`src/rtl/reservation_station_pkg.sv`:
```
// Shared types for the ALU reservation station: widths, ALU op codes, CDB and entry payloads.
package reservation_station_pkg;

  localparam int unsigned RS_DEPTH = 4;
  localparam int unsigned XLEN     = 32;
  localparam int unsigned TAG_W    = 5;
  localparam int unsigned OP_W     = 4;

  typedef enum logic [OP_W-1:0] {
    ALU_ADD  = 4'd0,
    ALU_SUB  = 4'd1,
    ALU_AND  = 4'd2,
    ALU_OR   = 4'd3,
    ALU_XOR  = 4'd4,
    ALU_SLL  = 4'd5,
    ALU_SRL  = 4'd6,
    ALU_SRA  = 4'd7,
    ALU_SLT  = 4'd8,
    ALU_SLTU = 4'd9
  } alu_op_e;

  typedef struct packed {
    logic             valid;
    logic [TAG_W-1:0] tag;
    logic [XLEN-1:0]  value;
  } cdb_t;

  typedef struct packed {
    logic             busy;
    logic [OP_W-1:0]  op;
    logic [XLEN-1:0]  vj;
    logic [XLEN-1:0]  vk;
    logic [TAG_W-1:0] qj;
    logic [TAG_W-1:0] qk;
    logic             rj;
    logic             rk;
    logic [TAG_W-1:0] dest;
  } rs_entry_t;

  // A waiting operand is satisfied by a matching broadcast.
  function automatic logic operand_hit(input logic rdy, input logic [TAG_W-1:0] q, input cdb_t cdb);
    return cdb.valid && !rdy && (cdb.tag == q);
  endfunction

endpackage

```
`src/rtl/reservation_station_rs_select.sv`:
```
// One-hot dispatch grant from the ready vector.
// RS_AGE_SELECT_EN: oldest-ready via age matrix; otherwise lowest-index ready wins.
module reservation_station_rs_select
  import reservation_station_pkg::*;
#(
  parameter int unsigned DEPTH = RS_DEPTH
) (
  input  logic [DEPTH-1:0]            ready,
`ifdef RS_AGE_SELECT_EN
  input  logic [DEPTH-1:0][DEPTH-1:0] age,
`endif
  output logic [DEPTH-1:0]            grant
);

`ifdef RS_AGE_SELECT_EN
  // age[i][j] set means entry j is older than entry i.
  always_comb begin : age_select
    grant = '0;
    for (int i = 0; i < DEPTH; i++) begin
      grant[i] = ready[i] && !(|(age[i] & ready));
    end
  end
`else
  always_comb begin : prio_select
    logic found;
    grant = '0;
    found = 1'b0;
    for (int i = 0; i < DEPTH; i++) begin
      if (ready[i] && !found) begin
        grant[i] = 1'b1;
        found    = 1'b1;
      end
    end
  end
`endif

endmodule

```
`src/rtl/reservation_station.sv`:
```
// ALU reservation station: buffers issued ops, snoops the CDB, dispatches one ready op per cycle.
// Optional macro RS_AGE_SELECT_EN selects oldest-first dispatch instead of lowest-index.
module reservation_station
  import reservation_station_pkg::*;
#(
  parameter int unsigned DEPTH = RS_DEPTH
) (
  input  logic             clk,
  input  logic             rst,
  input  logic             issue_valid_i,
  input  logic [OP_W-1:0]  issue_op_i,
  input  logic [XLEN-1:0]  issue_rs1_value_i,
  input  logic [XLEN-1:0]  issue_rs2_value_i,
  input  logic             issue_rs1_rdy_i,
  input  logic             issue_rs2_rdy_i,
  input  logic [TAG_W-1:0] issue_rs1_q_i,
  input  logic [TAG_W-1:0] issue_rs2_q_i,
  input  logic [TAG_W-1:0] issue_dest_i,
  output logic             rs_full_o,
  input  logic             cdb_valid_i,
  input  logic [TAG_W-1:0] cdb_tag_i,
  input  logic [XLEN-1:0]  cdb_value_i,
  input  logic             flush_i,
  output logic             alu_valid_o,
  input  logic             alu_ready_i,
  output logic [OP_W-1:0]  alu_op_o,
  output logic [XLEN-1:0]  alu_a_o,
  output logic [XLEN-1:0]  alu_b_o,
  output logic [TAG_W-1:0] alu_dest_o
);

  rs_entry_t        entries_q [DEPTH];
  rs_entry_t        entries_d [DEPTH];
  rs_entry_t        new_entry;
  rs_entry_t        sel;
  cdb_t             cdb;
  logic [DEPTH-1:0] busy_vec;
  logic [DEPTH-1:0] ready_vec;
  logic [DEPTH-1:0] alloc_oh;
  logic [DEPTH-1:0] grant;
  logic             do_alloc;
  logic             can_dispatch;
  logic             do_dispatch;

  assign cdb = {cdb_valid_i, cdb_tag_i, cdb_value_i};

  always_comb begin : entry_status
    busy_vec  = '0;
    ready_vec = '0;
    for (int i = 0; i < DEPTH; i++) begin
      busy_vec[i]  = entries_q[i].busy;
      ready_vec[i] = entries_q[i].busy && entries_q[i].rj && entries_q[i].rk;
    end
  end

  assign rs_full_o    = &busy_vec;
  assign do_alloc     = issue_valid_i && !rs_full_o && !flush_i;
  assign can_dispatch = !alu_valid_o || alu_ready_i;
  assign do_dispatch  = can_dispatch && (|grant) && !flush_i;

  // Lowest-index free slot; frees from a same-cycle dispatch are not reused until next cycle.
  always_comb begin : alloc_pick
    logic found;
    alloc_oh = '0;
    found    = 1'b0;
    for (int i = 0; i < DEPTH; i++) begin
      if (!busy_vec[i] && !found) begin
        alloc_oh[i] = 1'b1;
        found       = 1'b1;
      end
    end
  end

  // Incoming entry with same-cycle CDB bypass.
  always_comb begin : build_new_entry
    logic hit_j;
    logic hit_k;
    hit_j          = operand_hit(issue_rs1_rdy_i, issue_rs1_q_i, cdb);
    hit_k          = operand_hit(issue_rs2_rdy_i, issue_rs2_q_i, cdb);
    new_entry      = '0;
    new_entry.busy = 1'b1;
    new_entry.op   = issue_op_i;
    new_entry.vj   = hit_j ? cdb.value : issue_rs1_value_i;
    new_entry.vk   = hit_k ? cdb.value : issue_rs2_value_i;
    new_entry.qj   = issue_rs1_q_i;
    new_entry.qk   = issue_rs2_q_i;
    new_entry.rj   = issue_rs1_rdy_i | hit_j;
    new_entry.rk   = issue_rs2_rdy_i | hit_k;
    new_entry.dest = issue_dest_i;
  end

  always_comb begin : next_entries
    for (int i = 0; i < DEPTH; i++) begin
      entries_d[i] = entries_q[i];
      if (entries_q[i].busy && operand_hit(entries_q[i].rj, entries_q[i].qj, cdb)) begin
        entries_d[i].vj = cdb.value;
        entries_d[i].rj = 1'b1;
      end
      if (entries_q[i].busy && operand_hit(entries_q[i].rk, entries_q[i].qk, cdb)) begin
        entries_d[i].vk = cdb.value;
        entries_d[i].rk = 1'b1;
      end
      if (do_dispatch && grant[i]) entries_d[i].busy = 1'b0;
      if (do_alloc && alloc_oh[i]) entries_d[i] = new_entry;
      if (flush_i) entries_d[i].busy = 1'b0;
    end
  end

  always_ff @(posedge clk or posedge rst) begin : entry_regs
    if (rst) begin
      for (int i = 0; i < DEPTH; i++) entries_q[i] <= '0;
    end else begin
      for (int i = 0; i < DEPTH; i++) entries_q[i] <= entries_d[i];
    end
  end

`ifdef RS_AGE_SELECT_EN
  logic [DEPTH-1:0][DEPTH-1:0] age_q;
  logic [DEPTH-1:0][DEPTH-1:0] age_d;

  // New entry is younger than every busy entry; clearing its column drops stale "older" marks.
  always_comb begin : next_age
    age_d = age_q;
    if (flush_i) begin
      age_d = '0;
    end else if (do_alloc) begin
      for (int i = 0; i < DEPTH; i++) begin
        age_d[i] = age_q[i] & ~alloc_oh;
        if (alloc_oh[i]) age_d[i] = busy_vec;
      end
    end
  end

  always_ff @(posedge clk or posedge rst) begin : age_regs
    if (rst) age_q <= '0;
    else     age_q <= age_d;
  end

  reservation_station_rs_select #(.DEPTH(DEPTH)) u_select (
    .ready (ready_vec),
    .age   (age_q),
    .grant (grant)
  );
`else
  reservation_station_rs_select #(.DEPTH(DEPTH)) u_select (
    .ready (ready_vec),
    .grant (grant)
  );
`endif

  always_comb begin : grant_mux
    sel = '0;
    for (int i = 0; i < DEPTH; i++) begin
      if (grant[i]) sel = entries_q[i];
    end
  end

  // Output register: reloads only when empty or being accepted.
  always_ff @(posedge clk or posedge rst) begin : out_regs
    if (rst) begin
      alu_valid_o <= 1'b0;
      alu_op_o    <= '0;
      alu_a_o     <= '0;
      alu_b_o     <= '0;
      alu_dest_o  <= '0;
    end else if (flush_i) begin
      alu_valid_o <= 1'b0;
    end else if (can_dispatch) begin
      alu_valid_o <= |grant;
      if (|grant) begin
        alu_op_o   <= sel.op;
        alu_a_o    <= sel.vj;
        alu_b_o    <= sel.vk;
        alu_dest_o <= sel.dest;
      end
    end
  end

endmodule

```
`config.mk`:
```
export PLATFORM = sky130hd
export DESIGN_NAME = reservation_station
export DESIGN_NICKNAME = d
export VERILOG_FILES = /design/src/rtl/reservation_station_pkg.sv /design/src/rtl/reservation_station_rs_select.sv /design/src/rtl/reservation_station.sv
export SDC_FILE = /design/constraint.sdc
export NUM_CORES = 1
export LEC_CHECK = 0
export ABC_AREA = 1
export ABC_CLOCK_PERIOD_IN_PS = 20300
export CAP_MARGIN = 20
export CELL_PAD_IN_SITES_DETAIL_PLACEMENT = 0
export CELL_PAD_IN_SITES_GLOBAL_PLACEMENT = 1
export CORE_MARGIN = 2
export CORE_UTILIZATION = 37
export DETAILED_ROUTE_END_ITERATION = 8
export GPL_TIMING_DRIVEN = 0
export MAX_ROUTING_LAYER = met4
export PLACE_DENSITY_LB_ADDON = 0.1
export SYNTH_ARGS = -nofsm -noshare
export SYNTH_HDL_FRONTEND = slang
export SYNTH_HIERARCHICAL = 1
export SYNTH_SLANG_ARGS = --single-unit
```
`constraint.sdc`:
```
create_clock -name clk -period 20.3 [get_ports clk]
set_input_delay 6.09 -clock clk [delete_from_list [all_inputs] [get_ports clk]]
set_output_delay 6.09 -clock clk [all_outputs]
set_load 0.02 [all_outputs]
```
==> summary.md, run 1 <==
During synthesis, Yosys emitted a total of 6 warnings. The tools report the initial antenna violation count as 0. During I/O placement, the number of pins put on the boundary was 203. The via count of the first global-routing pass was 23,500. Yosys attributes the largest share of cell area to dfrtp_1 (45%), nand2_1 (14%), nand3_1 (14%). The class of the worst hold path was flop to flop.

Of all nets on the critical path, the largest fanout is 10. In this run the post-CTS setup repair buffer count came out at 0. Counting every sink on the clock net gives 418.

For the worst setup path, the data required time is 20.85 ns. The starting utilization of the core area is 37.3%. The count of mapped cells out of synthesis is 3,147, and the final hold slack is 0.488 ns.

The critical path launch point type was a primary input. The share of the core filled with cells in the final layout came out at 45.1%. Counting cells, the worst reg-to-reg path comes to 12. In the synthesized netlist the async set-or-reset flop fraction comes to 100%. The number of antenna diodes in the final layout is 0. The die outline height came out at 256 um.

Arrival time of data at the critical path endpoint: 8.82 ns. Before CTS, the worst setup slack after placement is 11.56 ns. The total count of max-transition violations in the final report came out at 0. The worst pin sits at a relative slew slack of 15.8%.

The post-route minimum period was 8.28 ns. The HPWL after detailed placement is 75,200 um. The run gives 2,528 as the starting DRC count in detailed routing. Dividing the detail-routed wire length by the instance count gives 24.5 um. The placeable core region is 62,900 um2. dfrtp_1 takes more of the synthesized area than any other cell.

The clock input transition at the sequential cells of the worst setup and hold paths was 0.06 ns; the share of cells above drive strength 1 was 8.68%. Entering global routing, the biggest net connects 110 pins. Count of port buffers added during placement: 201. The horizontal extent of the die is 256 um. For the pin with the worst max-slew slack, the measured transition is 1.26 ns. Total routing resource utilization after global routing: 32.6%. The tools report the root buffer cell as clkbuf_16. TritonCTS built the clock tree. The remaining antenna violation count is 0, and the remaining routing DRC violations is 0. After detailed routing, the number of vias per cell comes to 5.57. The number of nets in the final layout was 3,534; the final weighted congestion in routability-driven placement was 0.926. Based on the critical path, the design can be clocked at up to 121 MHz.

The tools report the standard cell area after detailed placement as 26,700 um2. The max-cap violation count is 0, and the total length of routed wires is 105,000 um. The top cell type by area accounts for 44.6% of the synthesized area.

The post-route fraction of the period consumed by the critical path came out at 40.8%. Global routing finished with a remaining overflow of 0. The number of clock buffers added by TritonCTS is 50. The static leakage is 0.0141 uW. Counting along the longest clock path gives a buffer depth of 3.

The run gives 0 as the final-report hold violation count. For the final database, setup skew stands at 0.0190 ns. For the full die area, the log shows 65,400 um2. With fillers left out, the area of the finished cells amounts to 28,400 um2.

Synthesis produced a netlist with a net count of 3,275. The worst setup path is of the primary input to flop kind. The part of the Yosys area used for sequential elements is 44.6%, and the total number of placement rows is 92. Mean cell area of the mapped netlist: 7.45 um2. Clock latency on the worst-skew pair, taken at its later pin, is 0.62 ns. IR analysis of the VDD net gives a maximum drop of 0.0000605 V. The design draws 2920 uW. Final worst slack: 12.02 ns. For the global-route wire length before repair, the log shows 155,000 um. The H-tree generated during clock tree synthesis spans 2 levels. Depth of the worst hold-timing path: 2. The tools report the vias after detailed routing as 23,900.

The post-synthesis instance area is 23,500 um2. The number of hold buffers added after CTS was 0. Setup repair after global routing left no endpoint under its margin.

The netlist uses 28 different library cells. The flow ran to the end, and the final reports show no timing, DRC or antenna violations. Flip-flop and latch count after synthesis: 418. The area growth from synthesis to layout was 20.9%; the post-cts sizing count was 0.

The tools report the type of destination of the critical path as a flop. The power density over the cells came out at 103 nW/um2. In this run, synthesis inferred 0 flip-flops with an integrated enable. The dominant register cell in the synthesized netlist was dfrtp_1. Setup violations remaining at the end of the flow were counted as 0. The pre-antenna-repair detailed-routing pass consisted of 6 iterations.
-- through the flow --
step	setup TNS, ns	cells
5_1_grt	0	4290
3_3_place_gp	-1461.45	4194
4_1_cts	0	4290
6_report	0	4290
2_1_floorplan	0	3147
3_5_place_dp	0	4200
-- power by group --
part           leakage [uW]  switching (uW)  internal, uW
Combinational       0.00794             466           319
Sequential          0.00531             140          1050
Clock              0.000838             384           559
Total                0.0141             991          1930
-- kinds of logic after synthesis --
family | after synthesis | share of synthesized area [%]
AOI/OAI and AO/OA | 455 | 10.5
DFF | 418 | 44.6
and+or+nand+nor | 1743 | 35.2
buffers and inverters | 528 | 9.57
xor gates and xnor gates | 3 | 0.112
-- flip-flops by register name, summed over array words and instances (netlist names) --
| name | count |
|---|---|
| entries_q | 340 |
| alu_a_o | 32 |
| alu_b_o | 32 |
| alu_dest_o | 5 |
| alu_op_o | 4 |
| busy_vec | 4 |
| alu_valid_o | 1 |
-- placed cells by master, fill, tap and decap left out, drive strengths merged --
master	n
bufinv	3
nor2	76
and3	1
clkinv	9
nand4	69
clkdlybuf4s50	201
xor2	3
o211ai	73
nand3	662
buf	134
nand2	930
and2	1
nor3	4
dfrtp	418
a21oi	293
inv	305
o21ai	89
clkbuf	173
-- worst max-delay path, cell delays in order --
cell and delay [ns]:
clkdlybuf4s50_1 0.49, buf_2 0.24, xor2_1 0.09, nor2_1 0.16
nand3_1 0.54, inv_1 0.55, buf_2 0.42, nand2_1 0.11
nand3_1 0.09
-- cell usage after synthesis, types with 13 or more instances --
master and n:
dfrtp_1 418, buf_4 17, o211ai_1 73, nand4_4 30, buf_1 18, nand2_1 890, buf_6 13, inv_2 19
nand4_1 35, buf_2 80, o21ai_1 23, nor2_1 68, a21oi_1 293, nand3_1 659, o21ai_0 66, nand2_2 30
clkbuf_1 95, inv_1 286
-- final timing paths --
path | from | slack, ns | to
worst max register to register | busy_vec[0] | 16.91 | alu_a_o[14]
worst max-delay path | cdb_tag_i[3] | 12.02 | entries_q[68]
max in group asynchronous | rst | 12.97 | alu_a_o[20]
min in group asynchronous | rst | 5.91 | alu_b_o[7]
worst min-delay path | entries_q[174] | 0.49 | entries_q[174]
worst min register to register | entries_q[174] | 0.49 | entries_q[174]
-- per-layer routing --
| metal | vias to the layer above | GRT usage (%) | wire length, um |
|---|---|---|---|
| li1 | 10900 | - | - |
| met1 | 11600 | 44.0 | 45600 |
| met2 | 1205 | 48.8 | 46700 |
| met3 | 236 | 6.23 | 9060 |
| met4 | 0 | 11.6 | 3930 |
| met5 | - | - | 0 |
-- area by class of cell --
type	count	area, um2
clock inverters	12	135
multi-input cells	2201	10800
well taps	846	1060
clock buffers	78	1550
inverters	305	1150
plain buffers	223	1100
repair buffers	207	2150
fillers	6487	34500
flip-flops and latches	418	10500
Note: power is estimated with default switching activity, not from simulation.
==> inputs of run 2 (changes only) <==
--- a/config.mk
+++ b/config.mk
@@ -6,7 +6,7 @@
 export NUM_CORES = 1
 export LEC_CHECK = 0
 export ABC_AREA = 1
-export ABC_CLOCK_PERIOD_IN_PS = 20300
+export ABC_CLOCK_PERIOD_IN_PS = 7190
 export CAP_MARGIN = 20
 export CELL_PAD_IN_SITES_DETAIL_PLACEMENT = 0
 export CELL_PAD_IN_SITES_GLOBAL_PLACEMENT = 1
==> constraint.sdc (replaced) <==
create_clock -name clk -period 7.19 [get_ports clk]
set_input_delay 2.157 -clock clk [delete_from_list [all_inputs] [get_ports clk]]
set_output_delay 2.157 -clock clk [all_outputs]
set_load 0.02 [all_outputs]
==> run 2 against run 1 <==
  * Worst hold slack got worse by 0.0015 ns
  * Routed wire length decreased by 0.15%
  * Clock power grew to 2.9 times the previous value
  * Register-to-register slack lost 13 ns
  * Worst setup slack got worse by 9.1 ns
==> summary.md, run 2 (synthesis gave the netlist of run 1 again) <==
Walking the worst path, the cells encountered are clkdlybuf4s50_1 -> nand4_2 -> inv_2 -> buf_2 -> buf_1 -> nand3_1 -> nand3_1. The number of detailed-routing iterations run before antenna repair is 9 (+3), and the quantity of hold-fixing buffers added after cts is 0 (unchanged). The power density over the cells works out to 290 nW/um2 (+180%). The data required time of the critical path was 7.74 ns (-13.11 ns).

The via count of the first global-routing pass is 23,500 (+0.0085%), and the initial antenna violation count is 1 (+1). The remaining global-route overflow is 0 (unchanged), and the number of top-level pins is 203 (unchanged). The total setup buffers inserted after CTS was 0 (unchanged); the total count of max-transition violations in the final report was 0 (unchanged). The path class of the tightest hold or removal check is flop to flop. The type of destination of the critical path is a flop. The count of buffering cells on the critical path with inverters included was 4 (unchanged); the number of setup violations in the final report was 0 (unchanged). The category of the critical setup timing path was primary input to flop.

The global-route wire length before repair came out at 156,000 um (+0.99%). The cell family contributing the most delay on the critical path is buffers and inverters. The actual slew at the worst max-slew pin is 1.22 ns (-0.0424 ns). Ranked by flip-flop count, first place goes to entries_q. In this run the critical register-to-register path is launched from busy_vec[0].

The final hold slack was 0.486 ns (-0.00151 ns). Among all stages on the critical path, the largest delay is contributed by buf_1. Destination of the worst register-to-register timing path: alu_b_o[9]. By instance count, the cell type seen most on the critical path is nand3_1. The root buffer cell is clkbuf_16. The number of nets in the final layout is 3,544 (+0.28%), and the worst slack at placement is 2.39 ns (-9.17 ns). The setup skew after layout was 0.0176 ns (-0.00136 ns).

The run finished with clean final reports. The critical path launch point type is a primary input. In this run the most critical hold path is launched from entries_q[256].

The logs give 0 ns (unchanged) for the setup TNS and 8280 uW (+180%) for the sum of internal, switching and leakage power. Setup repair after global routing left no endpoint under its margin. Static timing analysis puts the maximum clock frequency at 234 MHz. The tools report the vias after detailed routing as 23,800 (-0.58%).

The tools report the remaining routing DRC violations as 0 (unchanged). The worst supply voltage drop on vdd is 0.000217 V (+260%). The clock tree buffer depth is 3 (unchanged). In the layout the commonest cells are nand2_1 (890), nand3_1 (659), dfrtp_1 (418).

The starting utilization of the core area was 37.3% (unchanged). The number of vias per cell came out at 5.52 (-0.90%). The flip-flop count of the largest register, all copies and words added works out to 340 (unchanged).

Register-to-register setup slack: 3.87 ns (-13.04 ns). The post-route minimum period is 4.28 ns, and the total number of placement rows is 92 (unchanged). The latest clock arrival within the worst-skew pair was 0.62 ns (about the same); the full die area was 65,400 um2 (unchanged). The critical-path maximum fanout is 10 (unchanged), and the final weighted congestion in routability-driven placement is 0.933 (+0.80%). The count of port buffers added during placement is 201 (unchanged), and the total length of routed wires is 105,000 um (-0.15%). The path with the worst hold slack has its endpoint at entries_q[256].

The max-cap violation count was 0 (unchanged); the peak per-stage delay on the critical path was 0.70 ns (+0.15 ns). For the maximum number of pins on one net before global-route repair, the log shows 41 (-63%). Clock input transition at the sequential cells of the worst setup and hold paths: 0.06 ns (about the same). The mean routed wirelength per cell works out to 24.4 um (-0.48%).

The horizontal extent of the die is 256 um (unchanged), and the share of cells above drive strength 1 is 8.80% (+0.11 points). The clock net sink count was 418 (unchanged); the final worst slack was 2.91 ns (-9.11 ns). TritonCTS built the clock tree. The number of fill cells came out at 6,581 (+1.4%). The worst-case headroom to the max-slew limit is 19.0% (+3.1 points).

The depth of the worst hold-timing path was 2 (unchanged). The largest registers in the layout are entries_q x340, alu_a_o x32, alu_b_o x32. The total routing resource utilization after global routing is 32.7% (+0.14 points), and the number of buffers created by CTS is 51 (+2.0%). The starting DRC count in detailed routing came out at 2,572 (+1.7%). The total half-perimeter wirelength after legalization and detailed placement was 75,900 um (+1.0%); the number of H-tree branching levels was 2 (unchanged). The arrival time of data at the critical path endpoint is 4.82 ns (-4.00 ns), and the die outline height is 256 um (unchanged).

The worst-case reg-to-reg path depth works out to 10 (-2). The placeable core region is 62,900 um2 (unchanged), and the remaining antenna violation count is 0 (unchanged). Post-cts sizing count: 0 (unchanged). Post-route fraction of the period consumed by the critical path: 59.5%. The area growth from synthesis to layout came out at 21.5%. The commonest non-fill, non-tap cell in the layout is nand2_1. The static leakage came out at 0.0141 uW (+0.37%).

The run gives 0 (unchanged) as the final-report hold violation count.
## run 2: layer usage
layer  wire length (um)  global-route usage (%)  up-vias
met4               3450                    10.9        0
met1              46000                    44.4    11500
met2              46700                    49.1     1114
met3               8860                    6.36      216
met5                  0                       -        -
li1                   -                       -    10900
## run 2: final cells by class
cell class	count	area (um2)	share of cell area, %
multi-input combinational	2201	10800	37.7
sequential	418	10500	36.7
timing repair buffer	216	2290	8.05
clock buffer	84	1560	5.48
inverter	305	1150	4.03
buffer	223	1100	3.85
tap	846	1060	3.71
clock inverter	9	124	0.435
antenna	2	5.00	0.0176
## run 2: worst max-delay path by stage
stage | start | endpoint | slack [ns] | cells after the start
after global routing | flush_i | entries_q[204] | 2.86 | 8
after detailed placement | issue_valid_i | entries_q[204] | 2.39 | 7
after CTS | busy_vec[2] | rs_full_o | 2.92 | 5
after floorplan | rst | alu_a_o[0] | -0.60 | 1
final | issue_valid_i | entries_q[208] | 2.91 | 7
after global placement | rst | entries_q[71] | -3.95 | 2
## run 2: per-stage QoR
stage / instance area, um2 / util (%) / cells
2_1_floorplan: 23500 / - / 3147
3_3_place_gp: 26500 / 42.2 / 4194
3_5_place_dp: 26800 / 42.6 / 4208
4_1_cts: 28500 / 45.3 / 4301
5_1_grt: 28500 / 45.3 / 4303
6_report: 28500 / 45.3 / 4304
## run 2: where the power goes
part | internal [uW] | switching, uW
sequential | 2970 | 392
clock | 1580 | 1110
combinational | 907 | 1320
## run 2: tightest hold or removal path, stage by stage (launching register included)
cell and delay, ns:
dfrtp_1 0.34, nand2_1 0.05, o21ai_0 0.06
==> inputs of run 3 (changes only) <==
--- a/config.mk
+++ b/config.mk
@@ -6,7 +6,7 @@
 export NUM_CORES = 1
 export LEC_CHECK = 0
 export ABC_AREA = 1
-export ABC_CLOCK_PERIOD_IN_PS = 7190
+export ABC_CLOCK_PERIOD_IN_PS = 3500
 export CAP_MARGIN = 20
 export CELL_PAD_IN_SITES_DETAIL_PLACEMENT = 0
 export CELL_PAD_IN_SITES_GLOBAL_PLACEMENT = 1
==> constraint.sdc (replaced) <==
create_clock -name clk -period 3.5 [get_ports clk]
set_input_delay 1.05 -clock clk [delete_from_list [all_inputs] [get_ports clk]]
set_output_delay 1.05 -clock clk [all_outputs]
set_load 0.02 [all_outputs]
==> results of run 3 <==
The final DEF is identical to that of run 2. Status: completed.
Among the figures that moved: setup slack after placement 2.39 ns -> -0.195 ns; setup slack after layout 2.91 ns -> 0.181 ns; start point of the critical path issue_valid_i -> busy_vec[0]; end point of the critical path entries_q[208] -> alu_b_o[9]; register-to-register setup slack 3.87 ns -> 0.18 ns; total power 8280 uW -> 17000 uW; worst IR drop on VDD 0.000217 V -> 0.000447 V
